## src/rtl/ttt_turn_controller.sv

```systemverilog
// Turn sequencer and move arbiter for tic-tac-toe.
// Owns the single board write port. It accepts a rising-edge request from the
// side holding the turn, validates the square, and issues one write strobe per
// legal move. After the write it samples the win checker and either passes the
// turn or ends the game.
//
// Ports:
//   clock              game clock, rising edge
//   reset              synchronous active-high clear
//   play / pc          player / computer move buttons (level; rising edge = request)
//   player_position    requested square for the player, legal 1..9
//   computer_position  requested square for the computer, legal 1..9
//   who                win-checker verdict: 00 none, 01 player, 10 computer
//   wr_en              one-cycle board write strobe
//   wr_pos / wr_who    square and owner code of the last write (hold after wr_en drops)
//   occupied           bit k-1 set when square k is taken
//   turn               side allowed to move: 0 player, 1 computer
//   illegal            one-cycle pulse on a rejected turn-holder request
//   result             00 in progress, 01 player, 10 computer, 11 draw
//   game_over          high once the game has ended
module ttt_turn_controller #(
  parameter bit FIRST_MOVER = 1'b0
) (
  input  logic       clock,
  input  logic       reset,
  input  logic       play,
  input  logic       pc,
  input  logic [3:0] player_position,
  input  logic [3:0] computer_position,
  input  logic [1:0] who,
  output logic       wr_en,
  output logic [3:0] wr_pos,
  output logic [1:0] wr_who,
  output logic [8:0] occupied,
  output logic       turn,
  output logic       illegal,
  output logic [1:0] result,
  output logic       game_over
);

  typedef enum logic [1:0] {StWait, StWrite, StEval, StDone} state_e;

  state_e     state_q;
  logic       play_q;
  logic       pc_q;
  logic [3:0] move_count_q;

  logic       play_edge;
  logic       pc_edge;
  logic       req;
  logic [3:0] req_pos;
  logic [8:0] req_square;
  logic       legal;

  always_comb begin
    play_edge = play & ~play_q;
    pc_edge   = pc & ~pc_q;
    // Only the turn-holder's edge matters; the other side is ignored silently.
    req       = turn ? pc_edge : play_edge;
    req_pos   = turn ? computer_position : player_position;
    // One-hot square select; all zero for out-of-range positions.
    req_square = '0;
    for (int k = 0; k < 9; k++) begin
      req_square[k] = (req_pos == 4'(k + 1));
    end
    legal = (|req_square) && ((req_square & occupied) == 9'd0);
  end

  always_ff @(posedge clock) begin
    if (reset) begin
      state_q      <= StWait;
      // Loaded high so a button held through reset does not fire on release.
      play_q       <= 1'b1;
      pc_q         <= 1'b1;
      move_count_q <= 4'd0;
      wr_en        <= 1'b0;
      wr_pos       <= 4'd0;
      wr_who       <= 2'b00;
      occupied     <= 9'd0;
      turn         <= FIRST_MOVER;
      illegal      <= 1'b0;
      result       <= 2'b00;
      game_over    <= 1'b0;
    end else begin
      // Edge registers track every cycle so requests outside WAIT are dropped.
      play_q  <= play;
      pc_q    <= pc;
      wr_en   <= 1'b0;
      illegal <= 1'b0;
      case (state_q)
        StWait: begin
          if (req) begin
            if (legal) begin
              wr_en        <= 1'b1;
              wr_pos       <= req_pos;
              wr_who       <= turn ? 2'b10 : 2'b01;
              occupied     <= occupied | req_square;
              move_count_q <= move_count_q + 4'd1;
              state_q      <= StWrite;
            end else begin
              illegal <= 1'b1;
            end
          end
        end
        StWrite: state_q <= StEval;
        StEval: begin
          // A win takes priority over a full board; who=11 counts as no winner.
          if (who == 2'b01 || who == 2'b10) begin
            result    <= who;
            game_over <= 1'b1;
            state_q   <= StDone;
          end else if (move_count_q == 4'd9) begin
            result    <= 2'b11;
            game_over <= 1'b1;
            state_q   <= StDone;
          end else begin
            turn    <= ~turn;
            state_q <= StWait;
          end
        end
        StDone: ;
        default: state_q <= StWait;
      endcase
    end
  end

endmodule

```

## config.mk

```make
export PLATFORM = sky130hd
export DESIGN_NAME = ttt_turn_controller
export DESIGN_NICKNAME = d
export VERILOG_FILES = /design/src/rtl/ttt_turn_controller.sv
export SDC_FILE = /design/constraint.sdc
export NUM_CORES = 1
export LEC_CHECK = 0
export CAP_MARGIN = 30
export CORE_MARGIN = 4
export CORE_UTILIZATION = 54
export DETAILED_ROUTE_END_ITERATION = 12
export PLACE_DENSITY = 0.85
export SLEW_MARGIN = 10
export SYNTH_ARGS = -nofsm -noshare
export SYNTH_HDL_FRONTEND = slang
export SYNTH_SLANG_ARGS = --single-unit
```

## constraint.sdc

```tcl
create_clock -name clock -period 5.22 [get_ports clock]
set_input_delay 0.783 -clock clock [delete_from_list [all_inputs] [get_ports clock]]
set_output_delay 0.783 -clock clock [all_outputs]
set_load 0.02 [all_outputs]
```

==> results.cfg, run 1 <==
[run_status]
status = completed

[cts]
cts_setup_buffers = 0
ctsResizeCount = 0
clk_latency_ps = 330
cts.clk_slew.worst_paths_ps = 90
cts_htree_levels = 2
cts_buffers = 5
cts_buffer_depth = 2
holdBufCountCts = 0
cts_tree = done
ctsRootBufferMaster = clkbuf_4
cts.sinks = 29

[logic_synthesis]
ys.flop_type = dfxtp_1
synth-edff-count = 0
yosys.area.top_type = dfxtp_1
syn_area_um2 = 1590
syn_nets = 211
ys_warn_count = 0
synthTopCellsByArea = dfxtp_1, nor2_1, ha_1
synth_cell_types = 44
syn_inst = 190
yosys_register_bits = 29
synthArstFlopShare_pct = 0
yosysTopAreaCellShare_pct = 36.6
syn_avg_cell_area_um2 = 8.34
seq_area_frac_synth_pct = 36.6

[finish]
nets = 242
layout.cells.non_filler = 253
final_cell_mix = clkdlybuf4s50_1, dfxtp_1, nor2_1
synthToLayoutAreaGrowth_pct = 27.9
drive_gt1_share_pct = 8.11
final_common_cell = clkdlybuf4s50_1
antennaDiodeCount = 0
stdcell_area_um2 = 2030

[critical_path]
r2r_start = turn$_SDFFE_PP0P_
required_ps = 5440
crit_arrival_ps = 3340
path_cells = clkdlybuf4s50_1 -> and3b_1 -> nand2_1 -> a41oi_2 -> nor3_2 -> nand3_1 -> o41ai_1
worst_path_max_delay_cell = nor3_2
max_stage_delay_ps = 760
crit_type = in -> reg
cp-end-kind = flop
crit_family = simple AND/OR/NAND/NOR gates
crit_buf_inv = 1
startpoint = computer_position[1]
startpoint_type = primary input
crit_fanout = 14

[power]
p_leak_nw = 0.713
comb_power_share_pct = 12.4
power.density_nw_per_um2 = 237
switching_share_pct = 24.2
ir_drop_v = 0.000216
p_sw_uw = 117
clockPowerShare_pct = 40.4
seq_power_share_pct = 47.3
p_int_uw = 365

[timing]
fin_crit_ps = 3120
worst_slack_ps = 2100
fmax_mhz = 320
worst_slew_pin_slew_ps = 895
post-route-period-util_pct = 59.8
fin_tns_setup_ps = 0
finClkSkew_ps = 14.4
finalHoldViolations = 0
maxSlewViolCount = 0
slew_headroom_pct = 40.0
rsz0062_at_grt = false
finalSetupViolCount = 0

[die]
start_util_pct = 57.0
die_area_um2 = 3870
ios = 35
die_x_um = 62.2
core_um2 = 2780
num_rows = 19
die_h_um = 62.2

[run]
maxCapViolCount = 0

[placed_design]
dpl_cell_area_um2 = 1920
gp_congestion = 0.931
dp_cells = 244
place_hpwl_mm = 2.95
place_ws_ps = 1800
io_buffers = 34

[detailed_routing]
remaining_drc_errors = 0
wl_per_cell_um = 16.3
drt_iter0_markers = 82
drtAntennaViolNets = 0
wl_mm = 4.12
route.vias.total = 1542
firstDrtPassIters = 6
via_per_inst = 6.09

[global_route]
grt_pass1_vias = 1506
grt_overflow = 0
track_usage_pct = 21.4
grt_pass1_wl_mm = 6.82
antenna_found_initial = 0
grt_max_degree = 33

[hold_path]
worstHoldStart = game_over$_SDFFE_PP0P_
hp-class = reg -> reg
-- routing by layer --
layer	vias to the layer above	wire (um)	GRT usage, %
met5	-	0	0
met2	77	1980	34.7
met4	0	62	9.21
met1	702	1740	26.5
met3	11	330	5.41
li1	752	-	-
-- synthesized netlist by cell type, types with 2 or more instances --
cell type and n:
a31oi_1 6, dfxtp_1 29, nand2b_1 6, nor2_1 25, a311oi_1 3, a32o_1 2, or3_1 5, nand3_1 4
nand2_1 6, a32oi_1 2, buf_2 6, buf_6 2, nor3b_1 4, o21ai_0 6, a21oi_1 14, nand4b_1 3
o211ai_1 2, a211oi_1 5, o41ai_1 3, nor2b_1 3, nor3_1 9, inv_1 12, clkbuf_1 5, or2_2 2
ha_1 7
-- logic make-up (layout without fill, tap and decap cells) --
kind of cell / Yosys count / after routing / synth area share [%]
DFF: 29 / 29 / 36.6
buffers and inverters: 25 / 57 / 7.34
adders and majority gates: 7 / 7 / 5.52
and+or+nand+nor: 73 / 73 / 24.7
AOI/OAI and AO/OA: 51 / 51 / 22.3
muxes: 4 / 4 / 3.00
xor gates and xnor gates: 1 / 1 / 0.553
-- per-stage QoR --
step	hold WS (ps)	utilization (%)	power, mW
finish	505	72.9	0.482
global route	538	72.9	0.502
CTS	493	71.9	0.482
detailed placement	472	68.9	0.291
global placement	452	68.3	0.288
floorplan	492	-	0.265
-- worst min-delay path, stage by stage, from the launching register on --
cell and delay, ps:
dfxtp_1 330, nor2_1 100, nor2_1 40
-- path summary, 6_finish.rpt --
check,to,slack (ps),depth (start not counted)
worst max-delay path,occupied[3]$_SDFFE_PP0P_,2100,7
worst min-delay path,game_over$_SDFFE_PP0P_,500,2
worst max register to register,occupied[3]$_SDFFE_PP0P_,2350,7
worst min register to register,game_over$_SDFFE_PP0P_,500,2
-- registers in the layout (all words and copies together) (netlist names) --
signal and count:
illegal 1, wr_en 1, result 2, pc_q 1, wr_pos 4, state_q 2, move_count_q 4, play_q 1
occupied 9, wr_who 2, turn 1, game_over 1
-- layout make-up --
type                    count  area [um^2]
well taps                  31         38.8
clock inverters             1         30.0
flip-flops and latches     29          581
inverters                  12         45.0
repair buffers             37          390
clock buffers               7         55.1
multi-input cells         136          888
fillers                   223          753
-- power groups by stage --
stage	Sequential (mW)	Clock, mW	Combinational, mW
global placement	0.233	0	0.0554
global route	0.228	0.208	0.0652
finish	0.228	0.195	0.0595
CTS	0.228	0.196	0.0589
detailed placement	0.233	0	0.0584
floorplan	0.235	0	0.0301
(Power assumes the default switching activity.)
==> run 2: changes to the inputs <==
- CORE_UTILIZATION: 54 -> 50
- PLACE_DENSITY: 0.85 -> 0.79
- clock period: 5.22 -> 2.9 ns (I/O delays scaled with it)
==> results.cfg, run 2 (same netlist as run 1, synthesis figures left out) <==
[cts]
cts_tree = done
ctsResizeCount = 0
cts.sinks = 29
cts_buffers = 5
cts.clk_slew.worst_paths_ps = 90
cts_htree_levels = 2
cts_buffer_depth = 2
ctsRootBufferMaster = clkbuf_4
clk_latency_ps = 340
cts_setup_buffers = 0
holdBufCountCts = 0

[die]
die_h_um = 64.3
ios = 35
die_area_um2 = 4140
core_um2 = 3050
num_rows = 20
start_util_pct = 51.9
die_x_um = 64.3

[detailed_routing]
wl_mm = 4.36
firstDrtPassIters = 4
via_per_inst = 5.87
wl_per_cell_um = 15.8
drtAntennaViolNets = 0
remaining_drc_errors = 0
drt_iter0_markers = 146
route.vias.total = 1620

[timing]
whs_ps = 486
maxSlewViolCount = 0
finalSetupViolCount = 0
fin_tns_setup_ps = 0
fmax_mhz = 372
finalHoldViolations = 0
post-route-period-util_pct = 92.7
slew_headroom_pct = 54.1
worst_slew_pin_slew_ps = 686
finClkSkew_ps = 10.7
rsz0062_at_grt = false
fin_crit_ps = 2690

[power]
ir_drop_v = 0.000290
p_leak_nw = 0.754
power.density_nw_per_um2 = 421

[critical_path]
r2r_start = turn$_SDFFE_PP0P_
crit_arrival_ps = 2910
required_ps = 3120
cp-end-kind = flop
worst-r2r-setup-slack_ps = 210
crit_fanout = 18
max_stage_delay_ps = 730
startpoint_type = flop
crit_type = reg -> reg
r2r_end = move_count_q[3]$_SDFFE_PP0P_
worstRegToRegCells = 6
path_cells = mux2_4 -> a222oi_1 -> a21oi_1 -> or3_1 -> nor3_1 -> mux2_1
worst_path_max_delay_cell = dfxtp_1

[global_route]
grt_pass1_wl_mm = 7.61
grt_pass1_vias = 1620
grt_max_degree = 22
track_usage_pct = 23.5
grt_overflow = 0
antenna_found_initial = 0

[finish]
largest_reg_flops = 9
drive_gt1_share_pct = 12.1
reg.largest.list = occupied: 9 flops, move_count_q: 4 flops, wr_pos: 4 flops
synthToLayoutAreaGrowth_pct = 32.0
top_register = occupied
final_common_cell = clkdlybuf4s50_1
final_cell_mix = clkdlybuf4s50_1, dfxtp_1, nor2_1
nFillCells = 269
nets = 252
antennaDiodeCount = 0

[run]
maxCapViolCount = 0

[run_status]
status = completed

[hold_path]
holdPathEnd = game_over$_SDFFE_PP0P_
worstHoldStart = game_over$_SDFFE_PP0P_
hp-class = reg -> reg
holdPathStages = 2

[placed_design]
io_buffers = 34
place_hpwl_mm = 3.24
gp_congestion = 0.861
[run 2: cell count changes in the layout (fill, tap and decap cells not counted)]
cell    change
buf_8       -1
buf_16      -1
buf_4      +12
[run 2: cell type report]
cell class / count / area (um^2) / area share, %
multi-input cells: 136 / 888 / 42.5
flip-flops and latches: 29 / 581 / 27.8
repair buffers: 47 / 438 / 20.9
clock buffers: 7 / 55.1 / 2.63
well taps: 44 / 55.1 / 2.63
inverters: 12 / 45.0 / 2.15
clock inverters: 1 / 30.0 / 1.44
[run 2: worst max-delay path: cells and delay by family (launching register included)]
family	cells	cell delay (ps)
multiplexers	2	710
flip-flops	1	730
AND/OR/NAND/NOR	2	750
AO/OA/AOI/OAI	2	400
[run 2: report_power, final]
group          total [mW]  switching [mW]  internal (mW)
clock network       0.354           0.149          0.206
logic               0.116          0.0643         0.0522
registers           0.410         0.00444          0.405
total               0.881           0.217          0.663
[run 2: metrics by stage]
stage	instance area [um^2]	std cells	total power, mW	setup slack (ps)	util [%]
4_1_cts	2090	276	0.887	238	68.5
6_report	2090	276	0.881	211	68.5
3_5_place_dp	2010	268	0.533	44.1	65.7
5_1_grt	2090	276	0.925	0.547	68.5
3_3_place_gp	2010	268	0.530	123	65.7
2_1_floorplan	1590	190	0.477	641	-
[run 2: worst max-delay path by stage]
| stage | from | endpoint | slack (ps) |
|---|---|---|---|
| 4_1_cts | turn$_SDFFE_PP0P_ | move_count_q[3]$_SDFFE_PP0P_ | 240 |
| 3_3_place_gp | player_position[0] | move_count_q[3]$_SDFFE_PP0P_ | 120 |
| 5_1_grt | turn$_SDFFE_PP0P_ | move_count_q[3]$_SDFFE_PP0P_ | 0.5 |
| 3_5_place_dp | player_position[1] | occupied[4]$_SDFFE_PP0P_ | 40 |
| 6_report | turn$_SDFFE_PP0P_ | move_count_q[3]$_SDFFE_PP0P_ | 210 |
| 2_1_floorplan | turn$_SDFFE_PP0P_ | move_count_q[3]$_SDFFE_PP0P_ | 640 |
[run 2: metal layers]
metal  vias to the layer above  global-route usage (%)  share of wire [%]  wire (um)
li1                        768                       -                  -          -
met1                       751                    28.0                 41       1800
met2                        76                    38.4                 48       2110
met3                        25                    5.98                6.4        280
met4                         0                    12.9                3.8        166
met5                         -                       0                  0          0
==> run 3: changes to the inputs <==
- CAP_MARGIN: 30 -> not set
==> results of run 3 <==
Final layout, timing and power as in run 2 (identical DEF).
